File: src/rtl/bwt_pkg.sv
// Shared types and constants for the BWT run loader slice.
// Optional padding support is enabled with `define BWT_RUN_PAD_EN.
package bwt_pkg;

  localparam int DATA_W = 8;
  localparam logic [DATA_W-1:0] PAD_BYTE = 8'hFF;

  // rd_fifo bit indices
  localparam int RD_L = 1;
  localparam int RD_R = 0;

`ifdef BWT_RUN_PAD_EN
  typedef enum logic [2:0] {
    FILL_L,
    FILL_R,
    ISSUE,
    PAD,
    DONE
  } state_t;
`else
  typedef enum logic [2:0] {
    FILL_L,
    FILL_R,
    ISSUE,
    DONE
  } state_t;
`endif

endpackage

File: src/rtl/bwt_fwft_fifo.sv
// First-word-fall-through FIFO; head is driven combinationally, 0 when empty.
// Full/empty come from an occupancy counter, pointers wrap modulo DEPTH.
module bwt_fwft_fifo
  import bwt_pkg::*;
#(
  parameter int DEPTH   = 4,
  parameter int VAR_LEN = 4
) (
  input  logic              clk,
  input  logic              rst,
  input  logic              push,
  input  logic              pop,
  input  logic [DATA_W-1:0] din,
  output logic [DATA_W-1:0] dout,
  output logic              full,
  output logic              empty
);

  localparam int AW = (DEPTH > 1) ? $clog2(DEPTH) : 1;
  localparam logic [VAR_LEN-1:0] LAST_IDX = VAR_LEN'(DEPTH - 1);
  localparam logic [VAR_LEN-1:0] DEPTH_V  = VAR_LEN'(DEPTH);

  logic [DATA_W-1:0]  mem [DEPTH];
  logic [VAR_LEN-1:0] wr_ptr;
  logic [VAR_LEN-1:0] rd_ptr;
  logic [VAR_LEN-1:0] count;
  logic               do_push;
  logic               do_pop;

  assign full    = (count == DEPTH_V);
  assign empty   = (count == '0);
  assign do_pop  = pop && !empty;
  // a simultaneous pop frees the slot the push needs
  assign do_push = push && (!full || do_pop);
  assign dout    = empty ? '0 : mem[rd_ptr[AW-1:0]];

  always_ff @(posedge clk) begin
    if (do_push) begin
      mem[wr_ptr[AW-1:0]] <= din;
    end
  end

  always_ff @(posedge clk) begin
    if (rst) begin
      wr_ptr <= '0;
      rd_ptr <= '0;
      count  <= '0;
    end else begin
      if (do_push) begin
        wr_ptr <= (wr_ptr == LAST_IDX) ? '0 : wr_ptr + VAR_LEN'(1);
      end
      if (do_pop) begin
        rd_ptr <= (rd_ptr == LAST_IDX) ? '0 : rd_ptr + VAR_LEN'(1);
      end
      case ({do_push, do_pop})
        2'b10:   count <= count + VAR_LEN'(1);
        2'b01:   count <= count - VAR_LEN'(1);
        default: count <= count;
      endcase
    end
  end

endmodule

File: src/rtl/bwt_run_loader.sv
// Splits a byte stream into RUN_LEN runs alternately loaded into left/right FWFT
// FIFOs and pulses start per pair. `define BWT_RUN_PAD_EN enables 8'hFF padding.
module bwt_run_loader
  import bwt_pkg::*;
#(
  parameter int RUN_LEN = 2,
  parameter int VAR_LEN = 4
) (
  input  logic              clk,
  input  logic              rst,
  input  logic [DATA_W-1:0] in_data,
  input  logic              in_valid,
  input  logic              in_last,
  output logic              in_ready,
  input  logic [1:0]        rd_fifo,
  output logic [DATA_W-1:0] array_L,
  output logic [DATA_W-1:0] array_R,
  output logic              start,
  output logic              err
);

  localparam logic [VAR_LEN-1:0] RUN_END = VAR_LEN'(RUN_LEN - 1);

  state_t             state, state_n;
  logic [VAR_LEN-1:0] cnt, cnt_n;
  logic               last_r, last_n;
  logic               rdy;
  logic               push_l, push_r;
  logic               pop_l, pop_r;
  logic               full_l, full_r;
  logic               empty_l, empty_r;
  logic               set_err;
  logic               run_end;
  logic [DATA_W-1:0]  din_l, din_r;

`ifdef BWT_RUN_PAD_EN
  logic side_r, side_n;  // 0: padding the left run, 1: padding the right run
  logic pad_sel;
  assign din_l = pad_sel ? PAD_BYTE : in_data;
  assign din_r = pad_sel ? PAD_BYTE : in_data;
`else
  assign din_l = in_data;
  assign din_r = in_data;
`endif

  assign pop_l    = rd_fifo[RD_L];
  assign pop_r    = rd_fifo[RD_R];
  assign run_end  = (cnt == RUN_END);
  assign in_ready = rdy && !rst;

  always_comb begin
    state_n = state;
    cnt_n   = cnt;
    last_n  = last_r;
    rdy     = 1'b0;
    push_l  = 1'b0;
    push_r  = 1'b0;
    start   = 1'b0;
    set_err = 1'b0;
`ifdef BWT_RUN_PAD_EN
    side_n  = side_r;
    pad_sel = 1'b0;
`endif
    unique case (state)
      FILL_L: begin
        rdy = !full_l;
        if (in_valid && !full_l) begin
          push_l = 1'b1;
          if (in_last) begin
`ifdef BWT_RUN_PAD_EN
            state_n = PAD;
            side_n  = run_end;
            cnt_n   = run_end ? '0 : cnt + VAR_LEN'(1);
`else
            set_err = 1'b1;
            state_n = DONE;
            cnt_n   = '0;
`endif
          end else if (run_end) begin
            cnt_n   = '0;
            state_n = FILL_R;
          end else begin
            cnt_n = cnt + VAR_LEN'(1);
          end
        end
      end
      FILL_R: begin
        rdy = !full_r;
        if (in_valid && !full_r) begin
          push_r = 1'b1;
          if (run_end) begin
            cnt_n   = '0;
            last_n  = in_last;
            state_n = ISSUE;
          end else if (in_last) begin
`ifdef BWT_RUN_PAD_EN
            state_n = PAD;
            side_n  = 1'b1;
            cnt_n   = cnt + VAR_LEN'(1);
`else
            set_err = 1'b1;
            state_n = DONE;
            cnt_n   = '0;
`endif
          end else begin
            cnt_n = cnt + VAR_LEN'(1);
          end
        end
      end
      ISSUE: begin
        start   = 1'b1;
        last_n  = 1'b0;
        state_n = last_r ? DONE : FILL_L;
      end
`ifdef BWT_RUN_PAD_EN
      PAD: begin
        pad_sel = 1'b1;
        // pad pushes stall while the target FIFO is full
        if (!side_r && !full_l) begin
          push_l = 1'b1;
          if (run_end) begin
            cnt_n  = '0;
            side_n = 1'b1;
          end else begin
            cnt_n = cnt + VAR_LEN'(1);
          end
        end else if (side_r && !full_r) begin
          push_r = 1'b1;
          if (run_end) begin
            cnt_n   = '0;
            last_n  = 1'b1;
            state_n = ISSUE;
          end else begin
            cnt_n = cnt + VAR_LEN'(1);
          end
        end
      end
`endif
      DONE: begin
        if (empty_l && empty_r) begin
          state_n = FILL_L;
        end
      end
      default: begin
        state_n = FILL_L;
        cnt_n   = '0;
      end
    endcase
  end

  always_ff @(posedge clk) begin
    if (rst) begin
      state  <= FILL_L;
      cnt    <= '0;
      last_r <= 1'b0;
      err    <= 1'b0;
    end else begin
      state  <= state_n;
      cnt    <= cnt_n;
      last_r <= last_n;
      if (set_err || (pop_l && empty_l) || (pop_r && empty_r)) begin
        err <= 1'b1;
      end
    end
  end

`ifdef BWT_RUN_PAD_EN
  always_ff @(posedge clk) begin
    if (rst) begin
      side_r <= 1'b0;
    end else begin
      side_r <= side_n;
    end
  end
`endif

  bwt_fwft_fifo #(
    .DEPTH  (2 * RUN_LEN),
    .VAR_LEN(VAR_LEN)
  ) u_fifo_l (
    .clk  (clk),
    .rst  (rst),
    .push (push_l),
    .pop  (pop_l),
    .din  (din_l),
    .dout (array_L),
    .full (full_l),
    .empty(empty_l)
  );

  bwt_fwft_fifo #(
    .DEPTH  (2 * RUN_LEN),
    .VAR_LEN(VAR_LEN)
  ) u_fifo_r (
    .clk  (clk),
    .rst  (rst),
    .push (push_r),
    .pop  (pop_r),
    .din  (din_r),
    .dout (array_R),
    .full (full_r),
    .empty(empty_r)
  );

endmodule

File: config.mk
export PLATFORM = sky130hd
export DESIGN_NAME = bwt_run_loader
export DESIGN_NICKNAME = d
export VERILOG_FILES = /design/src/rtl/bwt_pkg.sv /design/src/rtl/bwt_fwft_fifo.sv /design/src/rtl/bwt_run_loader.sv
export SDC_FILE = /design/constraint.sdc
export NUM_CORES = 1
export LEC_CHECK = 0
export CELL_PAD_IN_SITES_DETAIL_PLACEMENT = 1
export CELL_PAD_IN_SITES_GLOBAL_PLACEMENT = 1
export CORE_UTILIZATION = 52
export DETAILED_ROUTE_END_ITERATION = 8
export HOLD_SLACK_MARGIN = 0.03
export PLACE_DENSITY_LB_ADDON = 0.1
export SLEW_MARGIN = 20
export SYNTH_ARGS = -nofsm -noshare
export SYNTH_HDL_FRONTEND = slang
export SYNTH_HIERARCHICAL = 1
export SYNTH_SLANG_ARGS = --single-unit
File: constraint.sdc
create_clock -name clk -period 5.4 [get_ports clk]
set_input_delay 0.81 -clock clk [delete_from_list [all_inputs] [get_ports clk]]
set_output_delay 0.81 -clock clk [all_outputs]
set_load 0.03 [all_outputs]
==> flow_summary_export.csv <==
group,metric,value,unit
outcome,status,"finished, final reports clean",
cts,cts_tree,"done",
global_routing,grt_max_degree,39,
sta,hold_viol,0,
route,wl_per_cell,18.3,µm
setup_path,critPathKind,"input port to flop",
floorplan,die_h,94.9,µm
layout,diodes,0,
placement,port_buffers,32,
route,drc,0,
sta,finalCritPeriodShare,60.9,%
route,drt_pre_antenna_iters,4,
cts,postCtsHoldBufs,0,
cts,clockBufferDepth,2,
setup_path,path_max_fanout,9,
cts,clk_pin_slew_worst_paths,0.10,ns
sta,worst_slew_pin_slew,0.825,ns
yosys,ys_types,48,
route,wl_met1,3850,µm
sta,fin_tns_setup,0,ns
route,wl,8750,µm
power_and_ir_drop,ir_drop,215,µV
placement,gp_congestion,0.794,
layout,n_fill_cell,828,
cts,cts_made_buffers,9,
yosys,syn_inst,333,
cts,post_cts_buffers,0,
route,route.met3.wl,270,µm
yosys,synth.yosys.seq_area_share,58.8,%
cts,cts_sinks,100,
floorplan,dieArea,9010,µm²
setup_path,reg2reg_depth,12,
global_routing,grt.total_usage,21.5,%
global_routing,grt_overflow,0,
floorplan,fp-row-count,33,
route,drt_iter0_drc,100,
layout,layout-drive-gt1-share,13.7,%
power_and_ir_drop,p_leak,0.00171,µW
sta,timing.hold.ws,0.515,ns
power_and_ir_drop,netSwitchingPower,838,µW
setup_path,start_kind,"input port",
setup_path,crit_start,"in_valid",
setup_path,crit_path_end_kind,"flop",
floorplan,initial_utilization,54.1,%
route,vias,2736,
global_routing,grt_pass1_wl,14200,µm
power_and_ir_drop,p_int,1450,µW
yosys,synth_nets,365,
layout,finalNonFillerCells,478,
hold_path,min_path_type,"flop to flop",
run,maxCapViolations,0,
layout,fin_nets,400,
setup_path,r2r_end,"u_fifo_r/count[2]",
yosys,netlist_area,4490,µm²
yosys,synth-seq-cells,100,
setup_path,r2r_start,"u_fifo_r/count[1]",
sta,rsz0062_at_grt,"false",
yosys,synthArstFlopShare,0,%
route,vias_per_cell,5.72,
setup_path,arrival,3.59,ns
setup_path,endpoint,"u_fifo_l/count[2]",
placement,dp_cells,462,
global_routing,antenna_found_initial,0,
route,ant_nets,0,
floorplan,core_region_area,8300,µm²
placement,hpwlAfterDp,6160,µm
sta,fmax,0.304,GHz
cts,clkLatencyLatePin,0.36,ns
yosys,yosysWarnings,6,
global_routing,grt_pass1_vias,2847,
power_and_ir_drop,combPwrFrac,36.5,%
yosys,syn_avg_cell_area,13.5,µm²
setup_path,worst_ep_required_time,5.70,ns
cts,htree_levels,3,
route,top_layer_used,"met4",
power_and_ir_drop,p_clk_share,19.6,%
sta,fin_crit,3.29,ns
layout,syn2layout_area_growth,13.4,%
sta,max_slew_margin,44.9,%
power_and_ir_drop,pwr-share-seq,43.9,%
power_and_ir_drop,p_per_area,449,nW/µm²
floorplan,io_pins,33,
power_and_ir_drop,swShare,36.6,%
yosys,synth_edf_count,64,
sta,setup_viol_count_final,0,
floorplan,die_w,94.9,µm
setup_path,r2r_slack,2.45,ns
yosys,synthFlopType,"edfxtp_1",
cts,cts_resized,0,
sta,fin_skew,0.0178,ns
route,met2_length,4570,µm
cts,cts-root-buf,"clkbuf_8",
sta,drv_slew,0,
==> kinds of logic (layout without fill, tap and decap cells) <==
family | after synthesis | count (layout) | synth area share (%)
flip-flops | 100 | 100 | 58.8
AO/OA/AOI/OAI | 59 | 59 | 9.22
AND/OR/NAND/NOR | 98 | 98 | 13.4
adder cells (fa/ha/maj) | 18 | 18 | 5.01
buffers and inverters | 29 | 69 | 2.70
multiplexers | 21 | 21 | 9.30
XOR/XNOR | 8 | 8 | 1.56
==> final cells by class <==
| type | count | area (µm²) | share of cell area (%) |
|---|---|---|---|
| multi-input combinational | 204 | 1730 | 33.9 |
| sequential | 100 | 2640 | 51.9 |
| tap | 105 | 131 | 2.58 |
| clock buffer | 10 | 128 | 2.50 |
| clock inverter | 6 | 55.1 | 1.08 |
| inverter | 18 | 67.6 | 1.33 |
| timing repair buffer | 35 | 343 | 6.73 |
==> through the flow <==
| step | power [µW] | utilization (%) | area [µm²] | worst slack (ns) |
|---|---|---|---|---|
| final | 2290 | 61.4 | 5090 | 2.11 |
| after global routing | 2430 | 61.4 | 5090 | 1.89 |
| after CTS | 2320 | 61.4 | 5090 | 2.12 |
| after detailed placement | 1870 | 59.2 | 4910 | 1.73 |
| after global placement | 1840 | 59.2 | 4910 | 1.94 |
| after floorplan | 1560 | - | 4490 | 2.64 |
==> per-layer routing <==
layer	vias to the layer above	track usage (%)
li1	1317	-
met1	1368	26.2
met3	6	4.83
met2	45	37.7
met5	-	0
met4	0	6.57
==> critical path: stages <==
cell and delay [ns]:
clkdlybuf4s50_1 0.50, nand2b_1 0.19, nor3_1 0.23, a21boi_2 0.34, inv_2 0.12, ha_1 0.28, xor2_1 0.17, ha_1 0.20
a21oi_1 0.16, xor2_1 0.11, or3_1 0.32, a21oi_1 0.14
==> synth_stat cells, types with 3 or more instances <==
cell type  instances  area, µm²
nor2_1            17       63.8
nand2_1           13       48.8
xor2_1             6       52.6
nand3_1            7       35.0
inv_1             16       60.1
a21oi_1           22        110
o22ai_1            3       18.8
o21ai_0           15       75.1
clkbuf_1           4       15.0
nand2b_1           3       18.8
nor3_1             5       25.0
and2_1             6       37.5
edfxtp_1          64       1920
ha_1              18        225
nor3b_1            5       37.5
nand4b_1           4       35.0
nor2b_1           22        138
dfxtp_1           36        721
or3_1              6       37.5
buf_2              4       20.0
mux4_2            16        360
==> registers in the layout, summed over array words and instances (netlist names), named ones only <==
signal and count:
err 1, u_fifo_l/mem 32, u_fifo_r/mem 32, last_r 1, u_fifo_l/count 4, u_fifo_r/rd_ptr 4, u_fifo_r/wr_ptr 4, u_fifo_r/count 4
cnt 4, u_fifo_l/rd_ptr 4, state 2, u_fifo_l/wr_ptr 4
==> cells in the final DEF (no fill, tap or decap), types with 15 or more instances in the layout <==
cell type	netlist	final
ha_1	18	18
inv_1	16	16
dfxtp_1	36	36
nor2b_1	22	22
clkdlybuf4s50_1	0	32
o21ai_0	15	15
mux4_2	16	16
nor2_1	17	17
a21oi_1	22	22
edfxtp_1	64	64
==> worst min-delay path by stage <==
stage                       start                 end  slack, ns  cells past startpoint
6_report       u_fifo_r/rd_ptr[3]  u_fifo_r/rd_ptr[3]       0.51                      2
5_1_grt        u_fifo_l/wr_ptr[2]  u_fifo_l/wr_ptr[2]       0.55                      2
4_1_cts        u_fifo_l/wr_ptr[2]  u_fifo_l/wr_ptr[2]       0.52                      2
3_5_place_dp   u_fifo_l/wr_ptr[2]  u_fifo_l/wr_ptr[2]       0.51                      2
3_3_place_gp   u_fifo_l/rd_ptr[1]  u_fifo_l/rd_ptr[1]       0.49                      2
2_1_floorplan  u_fifo_l/rd_ptr[3]  u_fifo_l/rd_ptr[3]       0.47                      2
==> power by group through the flow <==
stage | clock network, µW | logic, µW | registers (µW)
CTS | 459 | 848 | 1010
global route | 495 | 909 | 1020
floorplan | 0 | 604 | 956
detailed placement | 0 | 844 | 1020
global placement | 0 | 820 | 1020
finish | 449 | 834 | 1000
No activity file was read; power rests on OpenSTA's default activity.
